`config.mk`:
```
export PLATFORM = sky130hd
export DESIGN_NAME = mips_div
export DESIGN_NICKNAME = d
export VERILOG_FILES = /design/src/rtl/mips_div_pkg.sv /design/src/rtl/mips_div_div_step.sv /design/src/rtl/mips_div.sv
export SDC_FILE = /design/constraint.sdc
export NUM_CORES = 1
export LEC_CHECK = 0
export CAP_MARGIN = 15
export CELL_PAD_IN_SITES_DETAIL_PLACEMENT = 0
export CELL_PAD_IN_SITES_GLOBAL_PLACEMENT = 2
export CORE_ASPECT_RATIO = 1.1
export CORE_UTILIZATION = 34
export CTS_CLUSTER_DIAMETER = 100
export DETAILED_ROUTE_END_ITERATION = 6
export GPL_TIMING_DRIVEN = 0
export PLACE_DENSITY = 0.87
export SYNTH_ARGS = -nofsm -noshare
export SYNTH_HDL_FRONTEND = slang
export SYNTH_SLANG_ARGS = --single-unit
```
`constraint.sdc`:
```
create_clock -name clk -period 7.81 [get_ports clk]
set_input_delay 1.9525 -clock clk [delete_from_list [all_inputs] [get_ports clk]]
set_output_delay 1.9525 -clock clk [all_outputs]
set_load 0.1 [all_outputs]
```
`src/rtl/mips_div_pkg.sv`:
```
// Shared definitions for the iterative MIPS DIV/DIVU unit.
package mips_div_pkg;

    localparam int unsigned DIV_WIDTH = 32;
    localparam int unsigned DIV_CNT_W = $clog2(DIV_WIDTH);

    typedef enum logic [1:0] {
        IDLE = 2'b00,
        CALC = 2'b01,
        DONE = 2'b10
    } div_state_t;

endpackage

```
`src/rtl/mips_div_div_step.sv`:
```
// One restoring-division iteration: shift the working register left and
// trial-subtract the divisor from its upper half.
module div_step #(
    parameter int unsigned WIDTH = 32
) (
    input  logic [2*WIDTH:0]   i_work,
    input  logic [WIDTH-1:0]   i_divisor,
    output logic [2*WIDTH-1:0] o_work_hi,
    output logic               o_qbit
);

    logic [WIDTH+1:0] w_upper;
    logic [WIDTH+1:0] w_diff;

    // Upper half after the shift, one extra bit wide so the sign of the trial is exact.
    assign w_upper   = i_work[2*WIDTH:WIDTH-1];
    assign w_diff    = w_upper - {2'b00, i_divisor};
    assign o_qbit    = ~w_diff[WIDTH+1];
    assign o_work_hi = {(o_qbit ? w_diff[WIDTH:0] : w_upper[WIDTH:0]), i_work[WIDTH-2:0]};

endmodule

```
`src/rtl/mips_div.sv`:
```
// Iterative radix-2 divider for MIPS DIV/DIVU; result is {HI=remainder, LO=quotient}.
module mips_div
    import mips_div_pkg::*;
#(
    parameter int unsigned WIDTH = DIV_WIDTH
) (
    input  logic               clk,
    input  logic               rst,
    input  logic               start,
    input  logic               signed_div,
    input  logic [WIDTH-1:0]   a,
    input  logic [WIDTH-1:0]   b,
    input  logic               annul,
    output logic [2*WIDTH-1:0] result,
    output logic               ready,
    output logic               busy,
    output logic               stall
);

    localparam int unsigned CNT_W = $clog2(WIDTH);
    localparam logic [CNT_W-1:0] LAST_CNT = CNT_W'(WIDTH - 1);

    div_state_t         r_state;
    logic [CNT_W-1:0]   r_cnt;
    logic [2*WIDTH:0]   r_work;
    logic [WIDTH-1:0]   r_b_abs;
    logic               r_neg_q;
    logic               r_neg_r;
    logic [2*WIDTH-1:0] r_result;
    logic               r_ready;
    logic               r_busy;

    logic [WIDTH-1:0]   w_a_abs;
    logic [WIDTH-1:0]   w_b_abs;
    logic [2*WIDTH-1:0] w_work_hi;
    logic               w_qbit;
    logic [2*WIDTH:0]   w_next;
    logic [WIDTH-1:0]   w_quo;
    logic [WIDTH-1:0]   w_rem;

    assign w_a_abs = (signed_div && a[WIDTH-1]) ? -a : a;
    assign w_b_abs = (signed_div && b[WIDTH-1]) ? -b : b;

    div_step #(.WIDTH(WIDTH)) u_step (
        .i_work    (r_work),
        .i_divisor (r_b_abs),
        .o_work_hi (w_work_hi),
        .o_qbit    (w_qbit)
    );

    // Sign fix-up operates on the final iteration's output.
    assign w_next = {w_work_hi, w_qbit};
    assign w_quo  = r_neg_q ? -w_next[WIDTH-1:0] : w_next[WIDTH-1:0];
    assign w_rem  = r_neg_r ? -w_next[2*WIDTH-1:WIDTH] : w_next[2*WIDTH-1:WIDTH];

    always_ff @(posedge clk or posedge rst) begin
        if (rst) begin
            r_state  <= IDLE;
            r_cnt    <= '0;
            r_work   <= '0;
            r_b_abs  <= '0;
            r_neg_q  <= 1'b0;
            r_neg_r  <= 1'b0;
            r_result <= '0;
            r_ready  <= 1'b0;
            r_busy   <= 1'b0;
        end else begin
            r_ready <= 1'b0;
            if (annul) begin
                r_state <= IDLE;
                r_busy  <= 1'b0;
            end else begin
                case (r_state)
                    IDLE: begin
                        if (start) begin
                            r_work  <= {(WIDTH + 1)'(0), w_a_abs};
                            r_b_abs <= w_b_abs;
                            r_neg_q <= signed_div & (a[WIDTH-1] ^ b[WIDTH-1]);
                            r_neg_r <= signed_div & a[WIDTH-1];
                            r_cnt   <= '0;
                            r_busy  <= 1'b1;
                            // Divide by zero: raw dividend in HI, all ones in LO.
                            if (b == '0) begin
                                r_state  <= DONE;
                                r_result <= {a, {WIDTH{1'b1}}};
                                r_ready  <= 1'b1;
                            end else begin
                                r_state <= CALC;
                            end
                        end
                    end
                    CALC: begin
                        r_work <= w_next;
                        r_cnt  <= r_cnt + CNT_W'(1);
                        if (r_cnt == LAST_CNT) begin
                            r_state  <= DONE;
                            r_result <= {w_rem, w_quo};
                            r_ready  <= 1'b1;
                        end
                    end
                    DONE: begin
                        r_state <= IDLE;
                        r_busy  <= 1'b0;
                    end
                    default: begin
                        r_state <= IDLE;
                        r_busy  <= 1'b0;
                    end
                endcase
            end
        end
    end

    assign result = r_result;
    assign ready  = r_ready;
    assign busy   = r_busy;
    assign stall  = start & ~r_ready;

endmodule

```
==> results of run 1 <==
[placed cells by master (no fill, tap or decap), types with 9 or more instances in the layout]
master / n
a21oi_1: 158
mux2i_1: 25
nor4_1: 10
a21o_1: 9
nand2_1: 205
o21a_1: 14
nor3_1: 22
nor2_1: 147
nand3_1: 26
a31oi_1: 24
o31ai_1: 23
clkdlybuf4s50_1: 135
clkbuf_16: 17
inv_1: 48
xor2_1: 84
buf_2: 21
o21ai_1: 11
o41ai_1: 10
or3_1: 32
ha_1: 38
clkbuf_1: 50
and3_1: 15
nand2b_1: 10
a211oi_1: 9
and2_1: 9
o21ai_0: 161
dfrtp_1: 172
xnor2_1: 53
[metal layers]
| metal | vias up | wire length [µm] | share of wire |
|---|---|---|---|
| met5 | - | 0 | 0 |
| met4 | 0 | 1340 | 0.033 |
| met3 | 66 | 1490 | 0.037 |
| met2 | 278 | 19600 | 0.49 |
| met1 | 5311 | 17800 | 0.44 |
| li1 | 5656 | - | - |
[logic make-up after synthesis]
logic type	count (synthesis)	share of synthesized area
adder cells (fa/ha/maj)	39	0.0408
buffers and inverters	130	0.0451
AND/OR/NAND/NOR	520	0.200
multiplexers	29	0.0248
flip-flops	172	0.354
XOR/XNOR	137	0.0987
AO/OA/AOI/OAI	483	0.236
[state kept, by name (all words and copies together) (netlist names), 2 cells and up]
signal   count
r_work      65
result      64
r_b_abs     32
r_cnt        5
r_state      2
[through the flow]
| step | cells | hold WS [ns] | setup TNS [ns] |
|---|---|---|---|
| 3_5_place_dp | 2127 | 0.467 | 0 |
| 3_3_place_gp | 2126 | 0.457 | -214.70 |
| 5_1_grt | 2160 | 0.501 | 0 |
| 2_1_floorplan | 1510 | 0.445 | 0 |
| 6_report | 2160 | 0.481 | 0 |
| 4_1_cts | 2159 | 0.483 | 0 |
[cell type report]
class                      instances  share of cell area
sequential                       172               0.292
inverter                          51              0.0135
clock buffer                      20              0.0303
tap                              481              0.0408
buffer                            79              0.0242
multi-input combinational       1208               0.495
clock inverter                    12             0.00926
timing repair buffer             137              0.0943
[final timing paths]
path,start,end
max,r_work[42]$_DFFE_PP0P_,result[56]$_DFFE_PP0P_
min,r_b_abs[25]$_DFFE_PP0P_,r_b_abs[25]$_DFFE_PP0P_
max reg2reg,r_work[42]$_DFFE_PP0P_,result[56]$_DFFE_PP0P_
min reg2reg,r_b_abs[25]$_DFFE_PP0P_,r_b_abs[25]$_DFFE_PP0P_
max in group asynchronous,rst,r_b_abs[29]$_DFFE_PP0P_
min in group asynchronous,rst,result[6]$_DFFE_PP0P_
[power by group through the flow]
stage	Clock, mW	Combinational (mW)	Sequential (mW)
6_report	0.880	3.80	1.28
4_1_cts	0.888	3.79	1.27
2_1_floorplan	0	2.80	1.22
5_1_grt	0.922	4.22	1.31
3_5_place_dp	0	3.77	1.29
3_3_place_gp	0	3.75	1.28
[synthesized netlist by cell type, types with 7 or more instances]
library cell	n
a211oi_1	9
a21o_1	9
a21oi_1	158
a31oi_1	24
and2_1	9
and3_1	15
buf_2	21
clkbuf_1	48
dfrtp_1	172
ha_1	38
inv_1	49
mux2i_1	25
nand2_1	205
nand2b_1	10
nand3_1	26
nand4_1	7
nor2_1	147
nor3_1	22
nor4_1	10
o211ai_1	7
o21a_1	14
o21ai_0	161
o21ai_1	11
o31ai_1	23
o41ai_1	10
or3_1	32
xnor2_1	53
xor2_1	84
[worst max-delay path, cell delays in order (launching register included)]
cell and delay, ns:
dfrtp_1 0.44, ha_1 0.30, buf_2 0.19, nand4_1 0.20, nor3_2 0.27, o211a_1 0.29, o31ai_2 0.10, a21oi_2 0.40
nor2_8 0.13, inv_2 0.19, buf_2 0.30, buf_2 0.32, nor2_1 0.07, a21oi_1 0.29, ha_1 0.26, nand2_1 0.08
or3_1 0.34, or4_1 0.43, nor3_1 0.25, o22ai_2 0.19, and4bb_4 0.40, a31oi_1 0.12, xnor2_1 0.17, a221o_1 0.33
==> run metrics, run 1 <==
flop-to-flop setup slack between 1.5 and 2 ns; Core ar. 0.0352 mm²; Detailed Route WL 40200 µm; Initial DRC Count roughly 630; period utilization 0.793; # rows 72; dominant cell type by area after synthesis dfrtp_1; met1 Usage GRT 0.280; die width 182 µm; Mapped Cells 1510; flops & latches, synth 172; vias in the first global route between 10000 and 15000; initial antenna violation count 0; # Max-Cap Violations 0; GRT busiest layer met2; leakage power 6.23 nW; DRC 0; Core Util, Final 0.418; CTS Buf Count 17; die area 0.0365 mm²; layout cells sized above 1 0.0619; Starting Density 0.345; Syn Area/Cell ~8.0 µm²; Post-synth EDFFs 0; Setup Fix Bufs, Post-CTS 0; die height 200 µm; CTS clock-pin slew for the worst setup and hold paths 0.07 ns; Syn Std Cell Area 0.0122 mm²; GRT Total Usage 0.225; hold path depth 2; pin count of the biggest net entering global routing 103; P_int 2.94 mW; crit-path max FO 10; Synth async-reset ratio 1.00; drt first pass iters 5; Tmin final between 6 and 7 ns; Max Clk Rate about 160 MHz; Combinational Power Share 0.638; Final ANT Viol Nets 0; Vias/cell 5.24; Fill cells roughly 3700; CP Launch Type flop; cts hold-fix bufs 0; register area share after synthesis 0.354; Hold Violations, Final 0; num ports 136; Synth cell types 84; crit path DAT 6.53 ns; synth top area cells dfrtp_1 35%, o21ai_0 6.6%, a21oi_1 6.5%; switching part of the total power 0.506; worst hold path class reg2reg; Worst Reg-to-Reg Cells 23; crit path kind reg2reg; Clock Latency Late Sink 0.45 ns; CTS tree done; Final #Nets 1774; Clock Power Share 0.148; sequential power share 0.214; GPL Wtd Cong about 0.9; area occupied by multi-input gates 0.00730 mm²; Sw Pwr between 3 and 4 mW; Post-CTS Resized 0; outcome complete, no violations; PortBufs 135; CP Data Required Time 8.14 ns; met3 Use GR 0.0265; Routed WL per cell 18.6 µm; Placed Area 0.0141 mm²; Sequential Area 0.00430 mm²; overall power a little under 6 mW; number of diodes 0; RSZ-0062 raised after global routing no; first-pass GRT wire length 63200 µm; Post-DP HPWL 32300 µm; total number of vias 11300; final setup margin approximately 1.6 ns; final setup vio count 0; Max-Slew Margin vs Limit 0.324; Synth Warn # 0; GR met2 Demand/Resource 0.392; Clock Skews 0.0111 ns; Max Root-Sink Buffers 2; Overflow after GRT 0; max-slew violation count 0; PwrDens 404 mW/mm²; ys flop type dfrtp_1; Area Growth Syn to Fin 21.3%; Final Cell Area 0.0147 mm²; Mapped Nets ~1600; post-place setup slack 1.61 ns; Synth top area share 0.354; CP Capture Type flop; CTS root buf clkbuf_16; maximum vdd drop 0.189 mV; Clock Sinks 172; H-Tree Depth 4; Slew @ Worst Pin 1.01 ns
Power figures use the tool's default switching activity.
==> run 2, diff against run 1 <==
--- a/config.mk
+++ b/config.mk
@@ -9,11 +9,11 @@
 export CELL_PAD_IN_SITES_DETAIL_PLACEMENT = 0
 export CELL_PAD_IN_SITES_GLOBAL_PLACEMENT = 2
 export CORE_ASPECT_RATIO = 1.1
-export CORE_UTILIZATION = 34
+export CORE_UTILIZATION = 31
 export CTS_CLUSTER_DIAMETER = 100
 export DETAILED_ROUTE_END_ITERATION = 6
 export GPL_TIMING_DRIVEN = 0
-export PLACE_DENSITY = 0.87
+export PLACE_DENSITY = 0.84
 export SYNTH_ARGS = -nofsm -noshare
 export SYNTH_HDL_FRONTEND = slang
 export SYNTH_SLANG_ARGS = --single-unit
==> constraint.sdc (replaced) <==
create_clock -name clk -period 5.43 [get_ports clk]
set_input_delay 1.3575 -clock clk [delete_from_list [all_inputs] [get_ports clk]]
set_output_delay 1.3575 -clock clk [all_outputs]
set_load 0.1 [all_outputs]
==> run metrics, run 2 (same netlist as run 1, synthesis figures left out) <==
CP Capture Type flop; die width 191 µm (+4.7%); Detailed Route WL 41100 µm (+2.2%); Max-Slew Margin vs Limit 0.246 (-0.0776); Overflow after GRT 0 (unchanged); pin count of the biggest net entering global routing 42 (-59%); CP Data Required Time 5.74 ns (-2.40 ns); cell count after placement 2150 (+1.1%); Routed WL per cell 18.8 µm (+0.74%); Crit. path cell count 15 (-35%); initial antenna violation count 0 (unchanged); Starting Density 0.317 (-0.0284); # Max-Cap Violations 0 (unchanged); die height 210 µm (+4.7%); most common library cell in the layout ignoring fill and taps nand2_1; layout cells sized above 1 0.0863 (+0.0243); Crit-path slowest cell nor3b_1; Final ANT Viol Nets 0 (unchanged); Worst Reg-to-Reg Cells 21 (-8.7%); number of diodes 0 (unchanged); worst hold path class reg2reg; drt first pass iters 5 (unchanged); Hold Violations, Final 0 (unchanged); cell family with most CP delay simple AND/OR/NAND/NOR gates; Final Cell Area 0.0151 mm² (+2.6%); vias in the first global route 11300 (-0.48%); Core ar. 0.0384 mm² (+9.0%); period utilization 0.959; DRC 0 (unchanged); Tmin final roughly 5.2 ns; most used cell, CP or3_1; max FFs per register 65 (unchanged); worst path bufs/invs 5 (+1); Slew @ Worst Pin 1.13 ns (+0.118 ns); Clock Latency Late Sink 0.45 ns (about the same); # rows 75 (+4.2%); leakage power 6.34 nW (+1.7%); GRT Total Usage 0.210 (-0.0150); GPL Wtd Cong 0.889 (-1.1%); Final #Nets 1788 (+0.79%); Max Clk Rate 192 MHz; final std cells w/o fill 2192 (+1.5%); Crit path largest cell delay 0.46 ns (+0.02 ns); flop-to-flop setup slack 0.25 ns (-1.37 ns); CTS clock-pin slew for the worst setup and hold paths 0.07 ns (about the same); overall power 9.00 mW (+51%); CTS root buf clkbuf_16; CTS tree done; Post-DP HPWL 33500 µm (+3.8%); Clock Sinks 172 (unchanged); area occupied by multi-input gates 0.00746 mm² (+2.2%); Cell Chain, Critical Path clkdlybuf4s50_1 > inv_1 > ha_1 > nor3b_1 > and4b_1 > nand3_1 > or3_1 > or3_1 > nor4_2 > and2_1 > o31ai_2 > inv_2 > buf_4 > buf_2 > a31oi_1; num ports 136 (unchanged); H-Tree Depth 4 (unchanged); Biggest register r_work; Fill cells 4070 (+11%); Max Root-Sink Buffers 2 (unchanged); crit path kind in2reg; crit-path max FO 10 (unchanged); Sequential Area 0.00431 mm² (+0.12%); CP Launch Type primary input; hold path depth 2 (unchanged); Area Growth Syn to Fin 24.4%; die area 0.0400 mm² (+9.6%); Placed Area 0.0142 mm² (+0.65%); Vias/cell 5.16 (-1.4%); Initial DRC Count 591 (-6.3%); PwrDens 595 mW/mm² (+47%); PortBufs 135 (unchanged); cts hold-fix bufs 0 (unchanged); final setup vio count 0 (unchanged); Clock Skews 0.0110 ns (-0.0000796 ns); crit path DAT 5.51 ns (-1.02 ns); CTS Buf Count 17 (unchanged); first-pass GRT wire length 63900 µm (+1.0%); total number of vias 11300 (+0.044%); max-slew violation count 0 (unchanged); maximum vdd drop 0.316 mV (+67%); outcome complete, no violations; most frequent cells in the layout 202 x nand2_1, 168 x dfrtp_1, 161 x o21ai_0
-- run 2: cell count changes in the layout (fill, tap and decap cells not counted), moves of 5 or more --
| cell | change |
|---|---|
| buf_4 | +12 |
| ha_1 | -7 |
| a21oi_1 | -5 |
| buf_12 | +5 |
| ha_2 | +5 |
-- run 2: worst reg2reg max path: cells and delay by family, from the launching register on --
family	cells	cell delay [ns]
and+or+nand+nor	9	2.02
DFF	1	0.44
AOI/OAI and AO/OA	5	1.19
xor gates and xnor gates	1	0.17
buffers and inverters	3	0.46
adders and majority gates	2	0.52
muxes	1	0.28
-- run 2: per-layer routing --
metal | vias to the layer above | wire, µm | part of all wire | track usage
met5 | - | 0 | 0 | 0
met4 | 0 | 993 | 0.024 | 0.0701
met3 | 48 | 1330 | 0.032 | 0.0229
met2 | 247 | 20300 | 0.49 | 0.370
met1 | 5331 | 18500 | 0.45 | 0.263
li1 | 5690 | - | - | -
-- run 2: power breakdown --
part / switching [mW] / internal, mW / total [mW]
registers: 0.313 / 1.53 / 1.84
logic: 3.59 / 2.24 / 5.84
clock network: 0.572 / 0.751 / 1.32
-- run 2: path summary, 6_finish.rpt --
check | end | start
min in group asynchronous | r_work[1]$_DFFE_PP0P_ | rst
min | r_b_abs[18]$_DFFE_PP0P_ | r_b_abs[18]$_DFFE_PP0P_
min reg2reg | r_b_abs[18]$_DFFE_PP0P_ | r_b_abs[18]$_DFFE_PP0P_
max | result[36]$_DFFE_PP0P_ | b[0]
max reg2reg | result[56]$_DFFE_PP0P_ | r_work[42]$_DFFE_PP0P_
max in group asynchronous | r_work[60]$_DFFE_PP0P_ | rst
-- run 2: final cells by class --
cell class	count	share of cell area
Clock buffer	19	0.0300
Inverter	51	0.0132
Clock inverter	12	0.0106
Multi-Input combinational cell	1208	0.493
Sequential cell	172	0.285
Timing Repair Buffer	152	0.102
Tap cell	500	0.0414
Buffer	78	0.0247
-- run 2: repair_timing --
| action | 4_1_cts | 5_1_grt |
|---|---|---|
| endpoints found under the setup margin | 12 | 10 |
| buffers inserted | 6 | 6 |
| gates cloned | 0 | 0 |
| gates resized for setup | 19 | 27 |
| pin swaps | 7 | 7 |
-- run 2: metrics by stage --
step	util	hold WS, ns	setup TNS, ns	setup slack (ns)
floorplan	-	0.445	0	0.440
global placement	0.368	0.461	-6.05	-0.654
detailed placement	0.371	0.469	-7.21	-0.714
CTS	0.390	0.483	0	0.00171
global route	0.394	0.508	-0.00177	-0.00177
finish	0.394	0.480	0	0.225
